## src/rtl/mul_hilo_seq_pkg.sv

```systemverilog
// Shared constants and state encoding for the multiply sequencer and its
// HI/LO result register pair.
package mul_hilo_seq_pkg;

  localparam int DEF_WORD_W = 32;
  // Wide enough for the largest legal settle count (15).
  localparam int CNT_W = 4;

  typedef enum logic {
    ST_IDLE   = 1'b0,
    ST_SETTLE = 1'b1
  } state_t;

endpackage

```

## src/rtl/mul_hilo_seq_if.sv

```systemverilog
// Control-unit facing bus of the multiply sequencer: operand request,
// multiplier drive/return, HI/LO direct writes and the busy/done handshake.
interface mul_hilo_seq_if #(
  parameter int WORD_W = mul_hilo_seq_pkg::DEF_WORD_W
);

  logic                  start;
  logic [WORD_W-1:0]     op_a;
  logic [WORD_W-1:0]     op_b;
  logic [WORD_W-1:0]     mul_m;
  logic [WORD_W-1:0]     mul_q;
  logic [2*WORD_W-1:0]   prod_in;
  logic                  hi_wr;
  logic [WORD_W-1:0]     hi_din;
  logic                  lo_wr;
  logic [WORD_W-1:0]     lo_din;
  logic [WORD_W-1:0]     hi_out;
  logic [WORD_W-1:0]     lo_out;
  logic                  busy;
  logic                  done;

  // master: control unit plus the external multiplier returning prod_in
  modport master (
    output start, op_a, op_b, prod_in, hi_wr, hi_din, lo_wr, lo_din,
    input  mul_m, mul_q, hi_out, lo_out, busy, done
  );

  modport slave (
    input  start, op_a, op_b, prod_in, hi_wr, hi_din, lo_wr, lo_din,
    output mul_m, mul_q, hi_out, lo_out, busy, done
  );

endinterface

```

## src/rtl/mul_hilo_seq_hilo_reg.sv

```systemverilog
// HI/LO register pair: each half takes its direct write if enabled, otherwise
// the matching half of the product on a capture edge.
module hilo_reg
  import mul_hilo_seq_pkg::*;
#(
  parameter int WORD_W = DEF_WORD_W
) (
  input  logic                clock,
  input  logic                clear,
  input  logic                capture,
  input  logic [2*WORD_W-1:0] prod,
  input  logic                hi_wr,
  input  logic [WORD_W-1:0]   hi_din,
  input  logic                lo_wr,
  input  logic [WORD_W-1:0]   lo_din,
  output logic [WORD_W-1:0]   hi_out,
  output logic [WORD_W-1:0]   lo_out
);

  logic [1:0]             wr_vec;
  logic [1:0][WORD_W-1:0] din_vec;
  logic [1:0][WORD_W-1:0] cap_vec;
  logic [1:0][WORD_W-1:0] half_vec;

  // Index 1 is HI, index 0 is LO throughout.
  assign wr_vec  = {hi_wr, lo_wr};
  assign din_vec = {hi_din, lo_din};
  assign cap_vec = prod;

  genvar gi;
  generate
    for (gi = 0; gi < 2; gi++) begin : g_half
      logic [WORD_W-1:0] half_reg;

      // A direct write issued on the capture edge wins over the product.
      always_ff @(posedge clock or negedge clear) begin
        if (!clear) begin
          half_reg <= '0;
        end else if (wr_vec[gi]) begin
          half_reg <= din_vec[gi];
        end else if (capture) begin
          half_reg <= cap_vec[gi];
        end
      end

      assign half_vec[gi] = half_reg;
    end
  endgenerate

  assign hi_out = half_vec[1];
  assign lo_out = half_vec[0];

endmodule

```

## src/rtl/mul_hilo_seq.sv

```systemverilog
// Multiply sequencer: latches operands for the external combinational
// multiplier, waits SETTLE_CYCLES edges, then captures the product into HI/LO.
module mul_hilo_seq
  import mul_hilo_seq_pkg::*;
#(
  parameter int WORD_W        = DEF_WORD_W,
  parameter int SETTLE_CYCLES = 2
) (
  input  logic           clock,
  input  logic           clear,
  mul_hilo_seq_if.slave  bus
);

  state_t             state_reg;
  logic [CNT_W-1:0]   cnt_reg;
  logic [WORD_W-1:0]  mul_m_reg;
  logic [WORD_W-1:0]  mul_q_reg;
  logic               busy_reg;
  logic               done_reg;
  logic               capture;

  assign capture = (state_reg == ST_SETTLE) && (cnt_reg == CNT_W'(1));

  always_ff @(posedge clock or negedge clear) begin
    if (!clear) begin
      state_reg <= ST_IDLE;
      cnt_reg   <= '0;
      mul_m_reg <= '0;
      mul_q_reg <= '0;
      busy_reg  <= 1'b0;
      done_reg  <= 1'b0;
    end else begin
      done_reg <= 1'b0;
      case (state_reg)
        ST_IDLE: begin
          if (bus.start) begin
            mul_m_reg <= bus.op_a;
            mul_q_reg <= bus.op_b;
            cnt_reg   <= CNT_W'(SETTLE_CYCLES);
            busy_reg  <= 1'b1;
            state_reg <= ST_SETTLE;
          end
        end
        ST_SETTLE: begin
          // start is deliberately ignored here; operands stay frozen.
          if (cnt_reg == CNT_W'(1)) begin
            cnt_reg   <= '0;
            done_reg  <= 1'b1;
            busy_reg  <= 1'b0;
            state_reg <= ST_IDLE;
          end else begin
            cnt_reg <= cnt_reg - CNT_W'(1);
          end
        end
        default: begin
          state_reg <= ST_IDLE;
        end
      endcase
    end
  end

  hilo_reg #(
    .WORD_W (WORD_W)
  ) u_hilo_reg (
    .clock   (clock),
    .clear   (clear),
    .capture (capture),
    .prod    (bus.prod_in),
    .hi_wr   (bus.hi_wr),
    .hi_din  (bus.hi_din),
    .lo_wr   (bus.lo_wr),
    .lo_din  (bus.lo_din),
    .hi_out  (bus.hi_out),
    .lo_out  (bus.lo_out)
  );

  assign bus.mul_m = mul_m_reg;
  assign bus.mul_q = mul_q_reg;
  assign bus.busy  = busy_reg;
  assign bus.done  = done_reg;

endmodule

```

## src/flat_wrapper.sv

```systemverilog
// flat-port wrapper written by rule: the top's interface ports become plain ports
module mul_hilo_seq_flat import mul_hilo_seq_pkg::*;
#(
  parameter int WORD_W        = DEF_WORD_W,
  parameter int SETTLE_CYCLES = 2
)
  (clock, clear, bus_start, bus_op_a, bus_op_b, bus_prod_in, bus_hi_wr, bus_hi_din, bus_lo_wr, bus_lo_din, bus_mul_m, bus_mul_q, bus_hi_out, bus_lo_out, bus_busy, bus_done);
  mul_hilo_seq_if #(.WORD_W(WORD_W)) bus_i ();
  input  logic clock;
  input  logic clear;
  input wire logic [$bits(bus_i.start)-1:0] bus_start;
  input wire logic [$bits(bus_i.op_a)-1:0] bus_op_a;
  input wire logic [$bits(bus_i.op_b)-1:0] bus_op_b;
  input wire logic [$bits(bus_i.prod_in)-1:0] bus_prod_in;
  input wire logic [$bits(bus_i.hi_wr)-1:0] bus_hi_wr;
  input wire logic [$bits(bus_i.hi_din)-1:0] bus_hi_din;
  input wire logic [$bits(bus_i.lo_wr)-1:0] bus_lo_wr;
  input wire logic [$bits(bus_i.lo_din)-1:0] bus_lo_din;
  output wire logic [$bits(bus_i.mul_m)-1:0] bus_mul_m;
  output wire logic [$bits(bus_i.mul_q)-1:0] bus_mul_q;
  output wire logic [$bits(bus_i.hi_out)-1:0] bus_hi_out;
  output wire logic [$bits(bus_i.lo_out)-1:0] bus_lo_out;
  output wire logic [$bits(bus_i.busy)-1:0] bus_busy;
  output wire logic [$bits(bus_i.done)-1:0] bus_done;
  assign bus_i.start = bus_start;
  assign bus_i.op_a = bus_op_a;
  assign bus_i.op_b = bus_op_b;
  assign bus_i.prod_in = bus_prod_in;
  assign bus_i.hi_wr = bus_hi_wr;
  assign bus_i.hi_din = bus_hi_din;
  assign bus_i.lo_wr = bus_lo_wr;
  assign bus_i.lo_din = bus_lo_din;
  assign bus_mul_m = bus_i.mul_m;
  assign bus_mul_q = bus_i.mul_q;
  assign bus_hi_out = bus_i.hi_out;
  assign bus_lo_out = bus_i.lo_out;
  assign bus_busy = bus_i.busy;
  assign bus_done = bus_i.done;
  mul_hilo_seq #(.WORD_W(WORD_W), .SETTLE_CYCLES(SETTLE_CYCLES)) u_core (.clock(clock), .clear(clear), .bus(bus_i));
endmodule
```

## config.mk

```make
export PLATFORM = sky130hd
export DESIGN_NAME = mul_hilo_seq_flat
export DESIGN_NICKNAME = d
export VERILOG_FILES = /design/src/rtl/mul_hilo_seq_pkg.sv /design/src/rtl/mul_hilo_seq_if.sv /design/src/rtl/mul_hilo_seq_hilo_reg.sv /design/src/rtl/mul_hilo_seq.sv /design/src/flat_wrapper.sv
export SDC_FILE = /design/constraint.sdc
export NUM_CORES = 1
export LEC_CHECK = 0
export CORE_AREA = 2 2 125 127
export CTS_BUF_LIST = sky130_fd_sc_hd__clkbuf_8 sky130_fd_sc_hd__clkbuf_16
export CTS_CLUSTER_SIZE = 28
export DETAILED_ROUTE_END_ITERATION = 8
export DIE_AREA = 0 0 127 129
export PLACE_DENSITY_LB_ADDON = 0.3
export SYNTH_ARGS = -nofsm -noshare
export SYNTH_HDL_FRONTEND = slang
export SYNTH_HIERARCHICAL = 1
export SYNTH_SLANG_ARGS = --single-unit
```

## constraint.sdc

```tcl
create_clock -name clock -period 4.6 [get_ports clock]
set_input_delay 0.46 -clock clock [delete_from_list [all_inputs] [get_ports clock]]
set_output_delay 0.46 -clock clock [all_outputs]
set_load 0.02 [all_outputs]
```

; Word level (Yosys, flattened, before mapping)
; Index checks and enable logic that the tools add are counted.
[totals]
elab_cells = 33
input_bits = 197
n_memories = 0
ff_bits = 135
latchBits = 0
mem_bits_rw = 0
mem_bits_ro = 0
[classes]
n_addsub = 1
n_bitwise = 1
n_mux = 15
mul = 0
n_reduce_logical = 5
n_lt_le_gt_ge = 0
shift = 0
n_eq_ne = 3
div = 0
[op_table]
columns = cell, n
row1 = $mux 32, 4
row2 = $mux 4, 2
row3 = $pmux 4 s2, 1
row4 = $mux 1, 6
row5 = $eq 4x1->1 const B, 1
row6 = $ne 2x2->1 const B, 2
row7 = $pmux 1 s2, 2
row8 = $reduce_and 2->1, 2
row9 = $reduce_bool 2->1, 2
row10 = $sub 4x1->4 const B, 1
row11 = $logic_and 1x1->1, 1
row12 = $not 1->1, 1

; Longest topological paths before layout
[logic_depth]
depth_word = 4
ltp_mapped = 8
mapped_depth_nobuf = 6

; By module
; The synthesis kept the hierarchy.
[by_module_without_submodules]
columns = module, cells_per_inst, instances, area_each_um2, seq_area_each_um2
row1 = hilo_reg, 277, 1, 2997.9, 1601.5
row2 = mul_hilo_seq, 300, 1, 2737.6, 1776.7

; Worst setup path after synthesis
; OpenSTA, ideal clock, no wires.
[synth_path]
kind = register to register
startpoint = register u_core.cnt_reg[1]
endpoint = register u_core.u_hilo_reg.g_half[1].half_reg[10] (netlist: u_core/u_hilo_reg/hi_out[10])
arrival_time_ns = 1.707
path_slack_ns = 2.760
period_less_slack_ns = 1.840
required_time_ns = 4.468
stages_incl_launch_ff = 9
cell_sequence = dfrtp_1 > inv_1 > ha_1 > nand2b_1 > nor3b_1 > buf_8 > buf_12 > mux2i_1 > o21ai_1
[synth_between]
elab_chain_len = 3
[synth_lines]
columns = item, line_no
row1 = start: declaration, mul_hilo_seq.sv:15  ; logic [CNT_W-1:0] cnt_reg;
row2 = start signal: assignment, mul_hilo_seq.sv:39  ; cnt_reg <= CNT_W'(SETTLE_CYCLES);
row3 = start signal: assignment, mul_hilo_seq.sv:52  ; cnt_reg <= cnt_reg - CNT_W'(1);
row4 = $eq 4x1->1, mul_hilo_seq.sv:22  ; assign capture = (state_reg == ST_SETTLE) && (cnt_reg == CNT_W'(1));
row5 = $logic_and 1x1->1, mul_hilo_seq.sv:22
row6 = named net u_core.capture, mul_hilo_seq.sv:20  ; logic capture;
row7 = $reduce_bool 2->1 (no source line), n/a
row8 = end signal: assignment, mul_hilo_seq_hilo_reg.sv:40  ; half_reg <= din_vec[gi];
row9 = end signal: assignment, mul_hilo_seq_hilo_reg.sv:42  ; half_reg <= cap_vec[gi];
row10 = end: declaration, mul_hilo_seq_hilo_reg.sv:33  ; logic [WORD_W-1:0] half_reg;
; The timed path passes the listed nets, and every way through them passes these cells.
; A chain may end at the register's enable or synchronous reset.

; Worst setup path in the final report
[layout_path]
startpoint = register u_core.cnt_reg[1]
endpoint = register u_core.u_hilo_reg.g_half[0].half_reg[29] (netlist: u_core/u_hilo_reg/lo_out[29])
[layout_between]
elab_chain_len = 3
[layout_lines]
columns = item, line_no
row1 = $eq 4x1->1, mul_hilo_seq.sv:22
row2 = $logic_and 1x1->1, mul_hilo_seq.sv:22
row3 = named net u_core.capture, mul_hilo_seq.sv:20
row4 = $reduce_bool 2->1 (no source line), n/a
row5 = end signal: assignment, mul_hilo_seq_hilo_reg.sv:40
row6 = end signal: assignment, mul_hilo_seq_hilo_reg.sv:42
row7 = end: declaration, mul_hilo_seq_hilo_reg.sv:33
; The timed path passes the listed nets, and every way through them passes these cells.

==> metrics.md <==
| Metric | Value |
|---|---|
| Bufs on Longest Clock Path | 2 |
| Setup TNS | 0 ps |
| Diodes inserted | 0 |
| Worst vdd ir | 0.405 mV |
| CP max stage delay | around 420 ps |
| Worst path buffer plus inverter count | 2 |
| Synth-to-layout area growth | 68.4% |
| CP Launch Type | flip-flop |
| Sequential share of the synthesized area | 0.589 |
| Core area | 0.0150 mm2 |
| Syn nets | 776 |
| Setup violations, final | 0 |
| NumNets Final | 1088 |
| Period utilization | 0.445 |
| Mapped Cells | between 500 and 600 |
| Residual DRC count | 0 |
| Hold_buf cts | 0 |
| P per Cell Area | between 600 and 700 mW/mm2 |
| WS Path Type | flip-flop to flip-flop |
| Leak | 4.24 nW |
| Total global-route track usage | 0.214 |
| Post-synth cell types | 24 |
| Run status | finished, final reports clean |
| Top-count cell post-synth | nand2_1 |
| Max transition margin | 0.231 |
| Area contributors post-synth | dfrtp_1 (59%), nand2_1 (17%), mux2i_1 (11%) |
| CP cell instances | inv_1 -> ha_1 -> nand2b_1 -> nor3b_2 -> buf_12 -> mux2i_1 -> o21ai_1 |
| Root buf cell | clkbuf_16 |
| R2R setup slack | 2550 ps |
| Std-Cell Rows | 45 |
| Vias per Instance | 4.66 |
| Chip width | about 130 um |
| Synth Cell Area | 0.00574 mm2 |
| EDFF count, synth | 0 |
| Clk sinks | 135 |
| Commonest cells in the netlist | nand2_1 (257), dfrtp_1 (135), mux2i_1 (64) |
| YS warnings | 6 |
| Post-synth top flop | dfrtp_1 |
| First-pass GRT wire length | 27200 um |
| Initial Util | 0.383 |
| Grt ovf | 0 |
| Worst Tran Pin Value | 1150 ps |
| Final Critical Period | 2050 ps |
| Slew Limit Fails | 0 |
| Worst path top cell family by delay | buffers and inverters |
| CP Capture Type | flip-flop |
| Unrepaired setup endpoints after global routing | false |
| TritonRoute pass-1 iters | 4 |
| Max cap viols | 0 |
| WL/cell | 16.2 um |
| DRT antenna net count | 0 |
| Design area | 0.00966 mm2 |
| Area leader, netlist | dfrtp_1 |
| Worst min path class | input pin to async pin |
| Final hold vios | 0 |
| Clock skew | 7.81 ps |
| Critical path data arrival time | roughly 2300 ps |
| Syn Area/Cell | 9.94 um2 |
| Via count | 5082 |
| Worst-path fanout max | 67 |
| Postcts setup bufs | 0 |
| Post-CTS sizing | 0 |
| Port Buf Inserts | 326 |
| Clk_lat worst skew | a little over 400 ps |
| Die height | 129 um |
| Crit path required time | roughly 4800 ps |
| Fraction of registers with async set/reset | 1.00 |
| First DRT Iteration DRCs | 245 |
| Number of buffers created by CTS | 17 |
| I/O pins | 327 |
| Layout cell share with drive strength beyond 1 | 0.0488 |
| Clock transition at the registers of the reported paths | 60 ps |
| DP Area | 0.00899 mm2 |
| Initial antenna violation count | 0 |
| Vias in the first global route | 5019 |
| Post-synthesis register bit count | 135 |
| Fmax achieved | 0.488 GHz |
| Slowest stage cell, crit path | buf_12 |
| Htree depth | 4 |
| Post-DP HPWL | 12600 um |
| Largest net degree at the start of global routing | 108 |
| Die area | about 0.016 mm2 |
| Gp weighted congestion | about 0.79 |
| CTS tree | done |
| Top cell type's share of synthesized area | 0.589 |
| Final wirelength | 17700 um |
## cell type report
cell class | instances | area (um2)
Fill cell | 1238 | 5320
Sequential cell | 135 | 3380
Timing Repair Buffer | 329 | 3290
Multi-Input combinational cell | 403 | 2070
Clock buffer | 17 | 425
Clock inverter | 15 | 249
Tap cell | 188 | 235
Inverter | 3 | 11.3
## metal layers
layer | GRT usage | vias up | wire length, um
li1 | - | 2488 | -
met1 | 0.255 | 2364 | 7130
met2 | 0.358 | 212 | 8620
met3 | 0.0865 | 18 | 1720
met4 | 0.0679 | 0 | 223
met5 | 0 | - | 0
## cell usage in the layout (no fill, tap or decap)
master / Yosys / layout
clkdlybuf4s50_1: 0 / 323
inv_6: 0 / 3
nor3_1: 1 / 1
clkbuf_16: 0 / 17
clkinv_2: 0 / 2
clkinvlp_4: 0 / 2
mux2i_1: 64 / 64
bufinv_16: 0 / 6
nand2b_2: 0 / 1
o21ai_1: 60 / 60
or4b_4: 1 / 1
buf_4: 8 / 2
and2b_2: 0 / 1
o31ai_2: 1 / 1
nand2_1: 257 / 257
clkinv_4: 0 / 2
a21oi_1: 1 / 1
nand4b_1: 1 / 1
buf_12: 6 / 1
buf_6: 0 / 1
nor3b_2: 0 / 1
mux2_2: 1 / 1
inv_1: 3 / 3
nand2b_1: 2 / 1
ha_1: 2 / 2
o21ai_0: 6 / 6
nor2_1: 2 / 2
nor2b_1: 1 / 1
nand3_1: 1 / 1
dfrtp_1: 135 / 135
buf_2: 7 / 2
## worst register-to-register path, cell delays in order, from the launching register on
cell,delay [ps]
dfrtp_1,390
inv_1,90
ha_1,190
nand2b_1,90
nor3b_2,250
buf_12,420
mux2i_1,350
o21ai_1,90
## where the power goes
part / switching, mW / leakage [nW] / internal, mW / total, mW
registers: 0.236 / 1.66 / 1.61 / 1.85
clock network: 0.524 / 0.324 / 1.02 / 1.55
logic: 1.26 / 2.26 / 1.17 / 2.43
total: 2.02 / 4.24 / 3.81 / 5.82
## final timing paths
path | from | end | cells past startpoint
setup / recovery | u_core/cnt_reg[1]$_DFFE_PN0P_ | u_core/u_hilo_reg/lo_out[29]$_DFFE_PN0P_ | 7
hold / removal | clear | u_core/bus.mul_m[20]$_DFFE_PN0P_ | 1
hold reg to reg | u_core/bus.mul_q[3]$_DFFE_PN0P_ | u_core/bus.mul_q[3]$_DFFE_PN0P_ | 2
max in group asynchronous | clear | u_core/u_hilo_reg/lo_out[18]$_DFFE_PN0P_ | 2
setup reg to reg | u_core/cnt_reg[1]$_DFFE_PN0P_ | u_core/u_hilo_reg/lo_out[29]$_DFFE_PN0P_ | 7
min in group clock | u_core/bus.mul_q[3]$_DFFE_PN0P_ | u_core/bus.mul_q[3]$_DFFE_PN0P_ | 2
## per-stage QoR
stage	instances	setup slack (ps)	util	total power, mW	hold slack (ps)
global placement	1058	2370	0.600	4.26	457
CTS	1090	2540	0.645	5.88	225
finish	1090	2550	0.645	5.82	162
global route	1090	2400	0.645	6.14	245
floorplan	577	2760	-	3.17	164
detailed placement	1058	2300	0.600	4.31	461
## cell families after synthesis
| logic type | synth area share |
|---|---|
| simple gates | 0.181 |
| mux | 0.114 |
| buf+inv | 0.0513 |
| compound gates | 0.0606 |
| flops | 0.589 |
| fa+ha+maj | 0.00436 |
Power figures use the tool's default switching activity.
